$ cat config.mk
export PLATFORM = sky130hd
export DESIGN_NAME = mm2s_packet_router
export DESIGN_NICKNAME = d
export VERILOG_FILES = /design/src/rtl/haru_dma_pkg.sv /design/src/rtl/axis_skid_buffer.sv /design/src/rtl/mm2s_packet_router.sv
export SDC_FILE = /design/constraint.sdc
export NUM_CORES = 1
export LEC_CHECK = 0
export CAP_MARGIN = 20
export CORE_ASPECT_RATIO = 1.1
export CORE_UTILIZATION = 44
export CTS_CLUSTER_DIAMETER = 100
export DETAILED_ROUTE_END_ITERATION = 12
export GPL_TIMING_DRIVEN = 0
export PLACE_DENSITY_LB_ADDON = 0.1
export SYNTH_ARGS = -nofsm -noshare
export SYNTH_HDL_FRONTEND = slang
export SYNTH_SLANG_ARGS = --single-unit
$ cat constraint.sdc
create_clock -name clk_in -period 1.8 [get_ports clk_in]
set_input_delay 0.36 -clock clk_in [delete_from_list [all_inputs] [get_ports clk_in]]
set_output_delay 0.36 -clock clk_in [all_outputs]
set_load 0.01 [all_outputs]
$ cat src/rtl/haru_dma_pkg.sv
// Shared DMA constants and the routed-beat payload used by the MM2S router.
// The S2MM side imports the same channel/tdest constants.
package haru_dma_pkg;

  localparam int unsigned ROUTE_DATA_WIDTH = 32;
  localparam int unsigned ROUTE_SEL_WIDTH  = 4;
  localparam int unsigned DROP_CNT_WIDTH   = 16;

  // One buffered beat: FIFO word, end-of-packet, target channel, discard flag
  typedef struct packed {
    logic [ROUTE_DATA_WIDTH-1:0] data;
    logic                        last;
    logic [ROUTE_SEL_WIDTH-1:0]  sel;
    logic                        drop;
  } route_beat_t;

  // True when a tdest value names an existing downstream channel
  function automatic logic dest_is_valid(input logic [ROUTE_SEL_WIDTH-1:0] dest,
                                         input int unsigned num_ch);
    return (32'(dest) < num_ch);
  endfunction

endpackage

$ cat src/rtl/axis_skid_buffer.sv
// Two-entry skid buffer with a flop-driven ready.
// Ports:
//   clk_in, rst_n_in   clock and synchronous active-low reset
//   in_valid/in_ready  upstream handshake; in_ready comes straight from a flop
//   in_data            upstream payload
//   out_valid/out_data head entry presented downstream
//   out_pop            downstream consumes the head entry this cycle (qualified by out_valid)
module axis_skid_buffer #(
  parameter int unsigned WIDTH = 8
) (
  input  logic             clk_in,
  input  logic             rst_n_in,
  input  logic             in_valid,
  output logic             in_ready,
  input  logic [WIDTH-1:0] in_data,
  output logic             out_valid,
  output logic [WIDTH-1:0] out_data,
  input  logic             out_pop
);

  logic             skid_valid;
  logic [WIDTH-1:0] skid_data;

  logic             accept_c;
  logic             pop_c;
  logic             out_valid_n;
  logic [WIDTH-1:0] out_data_n;
  logic             skid_valid_n;
  logic [WIDTH-1:0] skid_data_n;

  assign accept_c = in_valid && in_ready;
  assign pop_c    = out_valid && out_pop;

  // Next-state: drain head, promote skid, then place the accepted beat
  always_comb begin
    out_valid_n  = out_valid;
    out_data_n   = out_data;
    skid_valid_n = skid_valid;
    skid_data_n  = skid_data;
    if (pop_c) begin
      if (skid_valid) begin
        out_valid_n  = 1'b1;
        out_data_n   = skid_data;
        skid_valid_n = 1'b0;
      end else begin
        out_valid_n = 1'b0;
      end
    end
    // A new beat takes the head slot only if it would otherwise be empty
    if (accept_c) begin
      if (!out_valid_n) begin
        out_valid_n = 1'b1;
        out_data_n  = in_data;
      end else begin
        skid_valid_n = 1'b1;
        skid_data_n  = in_data;
      end
    end
  end

  // State registers; ready looks one cycle ahead at skid occupancy
  always_ff @(posedge clk_in) begin
    if (!rst_n_in) begin
      out_valid  <= 1'b0;
      out_data   <= '0;
      skid_valid <= 1'b0;
      skid_data  <= '0;
      in_ready   <= 1'b0;
    end else begin
      out_valid  <= out_valid_n;
      out_data   <= out_data_n;
      skid_valid <= skid_valid_n;
      skid_data  <= skid_data_n;
      in_ready   <= !skid_valid_n;
    end
  end

endmodule

$ cat src/rtl/mm2s_packet_router.sv
// Demultiplexes the MCDMA MM2S stream into per-accelerator write FIFOs by tdest.
// Packets to a nonexistent channel are discarded whole and counted.
// Ports:
//   clk_in, rst_n_in             clock and synchronous active-low reset
//   SRC_AXIS_*                   MM2S AXI Stream slave (tkeep, tuser ignored)
//   fifo_data_out/fifo_last_out  write word and last flag, same on every channel slice
//   fifo_w_stb_out               one-hot write strobe
//   fifo_not_full_in             per-FIFO space available
//   drop_count_out               saturating dropped-packet count
//   err_dest_change_out          sticky flag: tdest changed inside a packet
// Data and tdest widths must match the package route_beat_t field widths.
module mm2s_packet_router
  import haru_dma_pkg::*;
#(
  parameter int unsigned AXIS_DATA_WIDTH = 32,
  parameter int unsigned FIFO_DATA_WIDTH = ROUTE_DATA_WIDTH,
  parameter int unsigned AXIS_KEEP_WIDTH = AXIS_DATA_WIDTH / 8,
  parameter int unsigned AXIS_DEST_WIDTH = ROUTE_SEL_WIDTH,
  parameter int unsigned NUM_CHANNELS    = 2
) (
  input  logic                                    clk_in,
  input  logic                                    rst_n_in,
  input  logic                                    SRC_AXIS_tvalid_in,
  output logic                                    SRC_AXIS_tready_out,
  input  logic [AXIS_DATA_WIDTH-1:0]              SRC_AXIS_tdata_in,
  input  logic [AXIS_DEST_WIDTH-1:0]              SRC_AXIS_tdest_in,
  input  logic [AXIS_KEEP_WIDTH-1:0]              SRC_AXIS_tkeep_in,
  input  logic                                    SRC_AXIS_tlast_in,
  input  logic                                    SRC_AXIS_tuser_in,
  output logic [FIFO_DATA_WIDTH*NUM_CHANNELS-1:0] fifo_data_out,
  output logic [NUM_CHANNELS-1:0]                 fifo_last_out,
  output logic [NUM_CHANNELS-1:0]                 fifo_w_stb_out,
  input  logic [NUM_CHANNELS-1:0]                 fifo_not_full_in,
  output logic [DROP_CNT_WIDTH-1:0]               drop_count_out,
  output logic                                    err_dest_change_out
);

  localparam int unsigned BEAT_WIDTH = $bits(route_beat_t);

  logic                       tready;
  logic                       accept_c;
  logic                       in_pkt;
  logic [AXIS_DEST_WIDTH-1:0] dest_q;
  logic [AXIS_DEST_WIDTH-1:0] dest_c;
  logic [FIFO_DATA_WIDTH-1:0] fifo_word_c;
  route_beat_t                in_beat_c;
  route_beat_t                out_beat;
  logic                       out_valid;
  logic                       pop_en_c;
  logic                       pop_c;
  logic                       unused_c;

  assign SRC_AXIS_tready_out = tready;
  assign accept_c            = SRC_AXIS_tvalid_in && tready;

  // Only full-word beats exist, so keep/user carry no information
  assign unused_c = ^{SRC_AXIS_tkeep_in, SRC_AXIS_tuser_in, SRC_AXIS_tdata_in};

  // Start beat routes on live tdest, the rest of the packet on the latched one
  assign dest_c = in_pkt ? dest_q : SRC_AXIS_tdest_in;

  generate
    if (FIFO_DATA_WIDTH <= AXIS_DATA_WIDTH) begin : g_word_trunc
      assign fifo_word_c = SRC_AXIS_tdata_in[FIFO_DATA_WIDTH-1:0];
    end else begin : g_word_zext
      assign fifo_word_c = FIFO_DATA_WIDTH'(SRC_AXIS_tdata_in);
    end
  endgenerate

  // Build the payload stored in the skid buffer
  always_comb begin
    in_beat_c      = '0;
    in_beat_c.data = ROUTE_DATA_WIDTH'(fifo_word_c);
    in_beat_c.last = SRC_AXIS_tlast_in;
    in_beat_c.sel  = ROUTE_SEL_WIDTH'(dest_c);
    in_beat_c.drop = !dest_is_valid(ROUTE_SEL_WIDTH'(dest_c), NUM_CHANNELS);
  end

  axis_skid_buffer #(
    .WIDTH (BEAT_WIDTH)
  ) u_skid (
    .clk_in    (clk_in),
    .rst_n_in  (rst_n_in),
    .in_valid  (SRC_AXIS_tvalid_in),
    .in_ready  (tready),
    .in_data   (in_beat_c),
    .out_valid (out_valid),
    .out_data  (out_beat),
    .out_pop   (pop_en_c)
  );

  // Per-channel strobe; a full target FIFO holds the head beat (and all behind it)
  genvar gi;
  generate
    for (gi = 0; gi < NUM_CHANNELS; gi++) begin : g_ch
      assign fifo_w_stb_out[gi] = out_valid && !out_beat.drop &&
                                  (out_beat.sel == ROUTE_SEL_WIDTH'(gi)) &&
                                  fifo_not_full_in[gi];
      assign fifo_data_out[gi*FIFO_DATA_WIDTH +: FIFO_DATA_WIDTH] = FIFO_DATA_WIDTH'(out_beat.data);
      assign fifo_last_out[gi] = out_beat.last;
    end
  endgenerate

  // Dropped beats drain unconditionally; routed beats drain when their write fires
  assign pop_en_c = out_beat.drop || (|fifo_w_stb_out);
  assign pop_c    = out_valid && pop_en_c;

  // Packet tracking, sticky dest-change error and saturating drop counter
  always_ff @(posedge clk_in) begin
    if (!rst_n_in) begin
      in_pkt              <= 1'b0;
      dest_q              <= '0;
      err_dest_change_out <= 1'b0;
      drop_count_out      <= '0;
    end else begin
      if (accept_c) begin
        if (!in_pkt) begin
          dest_q <= SRC_AXIS_tdest_in;
        end else if (SRC_AXIS_tdest_in != dest_q) begin
          err_dest_change_out <= 1'b1;
        end
        in_pkt <= !SRC_AXIS_tlast_in;
      end
      if (pop_c && out_beat.drop && out_beat.last && (drop_count_out != '1)) begin
        drop_count_out <= drop_count_out + DROP_CNT_WIDTH'(1);
      end
    end
  end

endmodule
==> run metrics, run 1 <==
result of the run finished with violations; failing checks setup timing; WP data arrival 2050 ps; Clock Pin Slew Worst Setup and Hold Paths 70 ps; H-tree levels 3; full die area 11,400 sq um; core area 10,500 sq um; ANT nets after route 0; static leakage 2.53 nW; Synth Flop Type dfxtp_1; Synth Area in Compound Gates 26.7%; first-pass GRT wire length 20,900 um; First-pass DRT Iterations 4; FF/Latch Area 2040 sq um; CTS buffer count 9; Placed Cells 804; worst setup margin -16.9 ps; Max IR drop VDD 0.459 mV; Hold Crit Class reg -> reg; Congestion Overflow GR 0; Final Max Slew Viols 0; Routed WL 13,000 um; Layout fillers 910; Net count, final 724; antenna cell count 0; Die Height 112 um; clock tree from TritonCTS done; Synth Area per Inst 9.08 sq um; DRC viols 0; total nets after synthesis 582; mux cell area share after synthesis 1.52%; final cell count without fillers 824; critical path launch point type register; Yosys reg bits 101; Max Cap Violations 0; Post-Synth Simple-Gate Area 13.8%; DRT iter0 DRCs 216; RSZ-0062 raised after global routing yes; hold slack final 453 ps; min-delay src u_skid.skid_data[33]$_SDFFE_PN0P_; reg2reg start u_skid.out_data[3]$_SDFF_PN0_; Cells after Synth 534; synthesized area 4850 sq um; actual slew at the worst max-slew pin 628 ps; Post-Synth Adder-Cell Area 0.258%; Area Overhead vs Synth 40.8%; initial core utilization 46.0%; DR vias/cell 5.54; relative slew slack 58.2%; clk sink count 101; Hold Crit Depth 2; Worst EP required 2030 ps; part of the Yosys area used for sequential elements 41.7%; wire per inst 15.7 um; Ys Warns 0; area used by multi-input combinational logic 2200 sq um; worst-skew pair later-pin latency 340 ps; ys async rst share 0%; root buffer cell clkbuf_16; Final Util 64.8%; Period Utilization, post-route 101%; Buffers on Ports 127; HPWL Detailed 9210 um; R2R Path End u_skid.out_data[34]$_SDFF_PN0_; largest net degree at the start of global routing 19; kind of critical path reg -> reg; Hold Path Sink u_skid.skid_data[33]$_SDFFE_PN0P_; Setup Skew 7.17 ps; Post-synth EDFFs 0; Final Hold Violating Endpoints 0; Final min period 1820 ps; GP Congestion 0.841; Die Span X 102 um; Netlist cell types 51; GR Util All Layers 22.8%; Vias 4,564; I/O pin total 133; PD cells 842 nW/um^2; antenna violations before repair 0; CTS Buffer Depth 2; FF-to-FF path depth 5; setup violators final 19; CTS Hold Bufs 0; num rows 39; crit path max fanout 10; Pwr Total 5.75 mW; Setup crit end kind register; fraction of layout cells with a size suffix above 1 26.4%; vias in the first global route 4,452; xor and xnor area share after synthesis 0.722%; main combinational cell family by area after synthesis compound AO/OA/AOI/OAI gates; r2r setup slk -20 ps; achievable frequency 550 MHz
-- synth_stat cells (2+ instances only) --
library cell,count,share of area [%]
a211oi_1,8,1.2
a21oi_1,49,5.1
a221oi_1,3,0.54
a31oi_1,2,0.26
and2_1,3,0.39
and3_1,5,0.64
and4_1,2,0.36
buf_2,6,0.62
buf_4,70,11
buf_6,6,1.4
clkbuf_1,24,1.9
dfxtp_1,101,42
inv_1,6,0.46
mux2i_1,6,1.2
nand2_1,76,5.9
nand3_1,9,0.93
nand4_1,9,1.2
nor2_1,14,1.1
nor3_1,4,0.41
nor4_1,5,0.64
o21a_1,2,0.31
o21ai_0,13,1.3
o221a_2,33,7.7
o22ai_1,3,0.39
o31a_1,35,6.3
o31ai_1,4,0.62
o41ai_1,2,0.36
or3_1,4,0.52
or4_1,5,0.77
xnor2_1,4,0.72
-- placed cells by master, fill, tap and decap left out, drive strengths merged, types with 13 or more instances in the layout --
cell	count
dfxtp	101
buf	92
o21ai	13
o221a	33
nor2	14
o31a	35
clkbuf	29
clkdlybuf4s50	123
a21oi	50
nand2	77
-- worst max-delay path by stage --
stage                                             endpoint  depth (start not counted)                          start
final                       u_skid.out_data[34]$_SDFF_PN0_                          5  u_skid.out_data[3]$_SDFF_PN0_
after global routing        u_skid.out_data[34]$_SDFF_PN0_                          5  u_skid.out_data[3]$_SDFF_PN0_
after CTS                   u_skid.out_data[34]$_SDFF_PN0_                          5  u_skid.out_data[4]$_SDFF_PN0_
after detailed placement  u_skid.skid_data[3]$_SDFFE_PN0P_                          7             SRC_AXIS_tvalid_in
after global placement    u_skid.skid_data[4]$_SDFFE_PN0P_                          7             SRC_AXIS_tvalid_in
after floorplan             u_skid.out_data[28]$_SDFF_PN0_                          5  u_skid.out_data[2]$_SDFF_PN0_
-- cell type report --
cell class / instances / area share [%]
plain buffers: 103 / 11.0
clock buffers: 9 / 3.30
clock inverters: 7 / 1.17
inverters: 6 / 0.330
multi-input cells: 320 / 32.2
flip-flops and latches: 101 / 29.9
well taps: 143 / 2.62
repair buffers: 135 / 19.5
-- cells by family (layout without fill, tap and decap cells) --
family,count (synthesis),count (layout)
fa+ha+maj,1,1
simple gates,142,142
mux,7,7
flops,101,101
buf+inv,113,260
compound gates,166,166
xor+xnor,4,4
-- metrics by stage --
step                TNS, ps  worst slack [ps]  area, sq um
floorplan                 0              36.0         4850
global placement     -47320              -715         6300
detailed placement   -49170              -781         6300
CTS                    -483             -32.9         6740
global route          -1380             -64.3         6830
finish                -91.7             -16.9         6830
-- timing repair --
item | CTS | global route
setup buffers | 8 | 0
cloned | 0 | 0
pin swaps | 6 | 8
resized for setup | 33 | 42
endpoints found under the setup margin | 95 | 86
-- layer usage --
metal / up-vias / wire length [um] / GRT usage [%]
met1: 2192 / 5530 / 28.3
met2: 154 / 6570 / 39.6
met4: 0 / 238 / 8.10
met5: - / 0 / 0
met3: 22 / 626 / 3.49
li1: 2196 / - / -
-- power by group --
| group | leakage, nW | internal [mW] | switching [mW] |
|---|---|---|---|
| clock | 0.148 | 1.10 | 0.887 |
| sequential | 0.827 | 2.36 | 0.111 |
| combinational | 1.56 | 0.759 | 0.540 |
| total | 2.53 | 4.21 | 1.54 |
-- worst max-delay path, stage by stage, from the launching register on --
cell,delay (ps)
dfxtp_2,370
or4_4,570
o211ai_4,220
nand2_4,120
buf_6,160
o221a_2,270
-- state kept, by name, summed over array words and instances, names as in the netlist --
signal / count
u_skid.in_ready: 1
u_skid.skid_data: 38
err_dest_change_out: 1
u_skid.out_data: 38
dest_q: 4
u_skid.out_valid: 1
in_pkt: 1
drop_count_out: 16
u_skid.skid_valid: 1
Power figures use the tool's default switching activity.
==> run 2: changes to the inputs <==
CAP_MARGIN = 30   (was 20)
==> results of run 2 <==
The final DEF is identical to that of run 1; final timing and power are the same.
==> run 3: changes to the inputs <==
CORE_UTILIZATION = 45   (was 44)
DONT_BUFFER_PORTS = 1   (was not set)
==> run 3 against run 2 <==
The flow still finishes with violations (setup timing). Clock power rose by 5%. Total power fell by 5.6%. Combinational power fell by 31%. Sequential power barely moved. Setup slack improved by 5.5 ps. Critical path type unchanged. Largest power group unchanged.
==> run metrics, run 3 (synthesis results as in run 1) <==
result of the run finished with violations; failing checks setup timing; antenna violations before repair 0; Final Util 54.2%; vias in the first global route 3,745; full die area 11,200 sq um; met3 wire length 714 um; relative slew slack 59.3%; commonest non-fill, non-tap cells in the layout 90 x dfxtp_1, 88 x buf_4, 76 x nand2_1, 47 x a21oi_1, 35 x o31a_1; Setup crit end kind register; Period Utilization, post-route 101%; worst setup margin -11.4 ps; Worst EP required 2040 ps; HPWL Detailed 8270 um; GR Util All Layers 21.0%; ANT nets after route 0; Placed Cells 677; first-pass GRT wire length 18,600 um; setup violators final 10; Max stage delay cell, worst path or4_4; Max Used Layer met4; clk sink count 101; Die Span X 101 um; Max Cap Violations 0; PD cells 960 nW/um^2; antenna cell count 0; Hold Crit Class in -> reg; M1 wire length 5100 um; area used by multi-input combinational logic 2190 sq um; CTS buffer count 9; Clock Pin Slew Worst Setup and Hold Paths 70 ps; Crit path max-delay family simple AND/OR/NAND/NOR gates; Final Max Slew Viols 0; pre-CTS setup slack -384 ps; Die Height 111 um; CTS Buffer Depth 2; r2r setup slk -10 ps; fraction of layout cells with a size suffix above 1 32.6%; worst-skew pair later-pin latency 340 ps; Final Hold Violating Endpoints 0; First-pass DRT Iterations 4; largest registers u_skid.out_data x38, u_skid.skid_data x38, drop_count_out x16; GP Congestion 0.894; clock tree from TritonCTS done; RSZ-0062 raised after global routing yes; kind of critical path reg -> reg; Area Overhead vs Synth 16.6%; largest net degree at the start of global routing 17; DR vias/cell 5.70; Layout fillers 994; final cell count without fillers 707; met2 WL 5900 um; CTS Hold Bufs 0; critical path launch point type register; core area 10,400 sq um; Worst Path Buf+Inv 1; Setup Skew 8.86 ps; slowest cell delay on critical path 590 ps; Routed WL 11,900 um; H-tree levels 3; WP data arrival 2050 ps; Buffers on Ports 0; Final min period 1810 ps; Net count, final 607; achievable frequency 552 MHz; root buffer cell clkbuf_16; crit path max fanout 10; I/O pin total 133; wire per inst 16.9 um; Max IR drop VDD 0.607 mV; FF/Latch Area 2040 sq um; most common cell after layout, fill and taps aside dfxtp_1; actual slew at the worst max-slew pin 611 ps; DRT iter0 DRCs 217; Congestion Overflow GR 0; Vias 4,033; static leakage 2.09 nW; DRC viols 0; initial core utilization 46.5%; num rows 39; CP Cell Sequence or4_4 -> o211ai_4 -> nand2_4 -> buf_6 -> o221a_2
[run 3: cell types whose count changed in the layout (fill, tap and decap cells not counted), sizes merged, moves of 2 or more]
cell / previous run / this run
dlygate4sd2: 2 / 0
clkdlybuf4s50: 123 / 0
clkinv: 2 / 0
clkbuf: 29 / 27
inv: 9 / 7
buf: 92 / 105
[run 3: what timing repair did]
action | 4_1_cts | 5_1_grt
gates cloned | 0 | 2
endpoints found under the setup margin | 89 | 87
pin swaps | 4 | 11
setup buffers | 6 | 10
resized for setup | 22 | 46
[run 3: worst paths after layout]
check / start / endpoint / depth (start not counted)
max reg2reg: u_skid.out_data[3]$_SDFF_PN0_ / u_skid.out_data[33]$_SDFF_PN0_ / 5
max: u_skid.out_data[3]$_SDFF_PN0_ / u_skid.out_data[33]$_SDFF_PN0_ / 5
min reg2reg: u_skid.skid_data[13]$_SDFFE_PN0P_ / u_skid.skid_data[13]$_SDFFE_PN0P_ / 2
min: SRC_AXIS_tlast_in / in_pkt$_SDFFE_PN0P_ / 1
[run 3: area by class of cell]
type	instances	area share (%)
multi-input combinational	320	38.8
sequential	101	36.1
buffer	103	13.6
clock buffer	11	4.12
tap	143	3.16
timing repair buffer	18	2.35
clock inverter	5	1.48
inverter	6	0.398
[run 3: report_power, final]
group          internal [mW]  leakage (nW)  switching, mW
Clock                   1.23         0.146          0.852
Sequential              2.35         0.828          0.109
Combinational          0.439          1.11          0.452
[run 3: metrics by stage]
step	TNS [ps]	total power, mW	hold WS, ps	cell area [sq um]
floorplan	0	3.19	437	4850
finish	-44.8	5.43	104	5660
global route	-1600	5.63	99.9	5660
global placement	-14470	3.33	441	5030
detailed placement	-16610	3.35	447	5030
CTS	-356	5.44	102	5460
[run 3: per-layer routing]
metal  vias up  track usage (%)
li1       1965                -
met1      1932             25.0
met2       117             35.9
met3        19             5.61
met4         0             7.15
met5         -                0
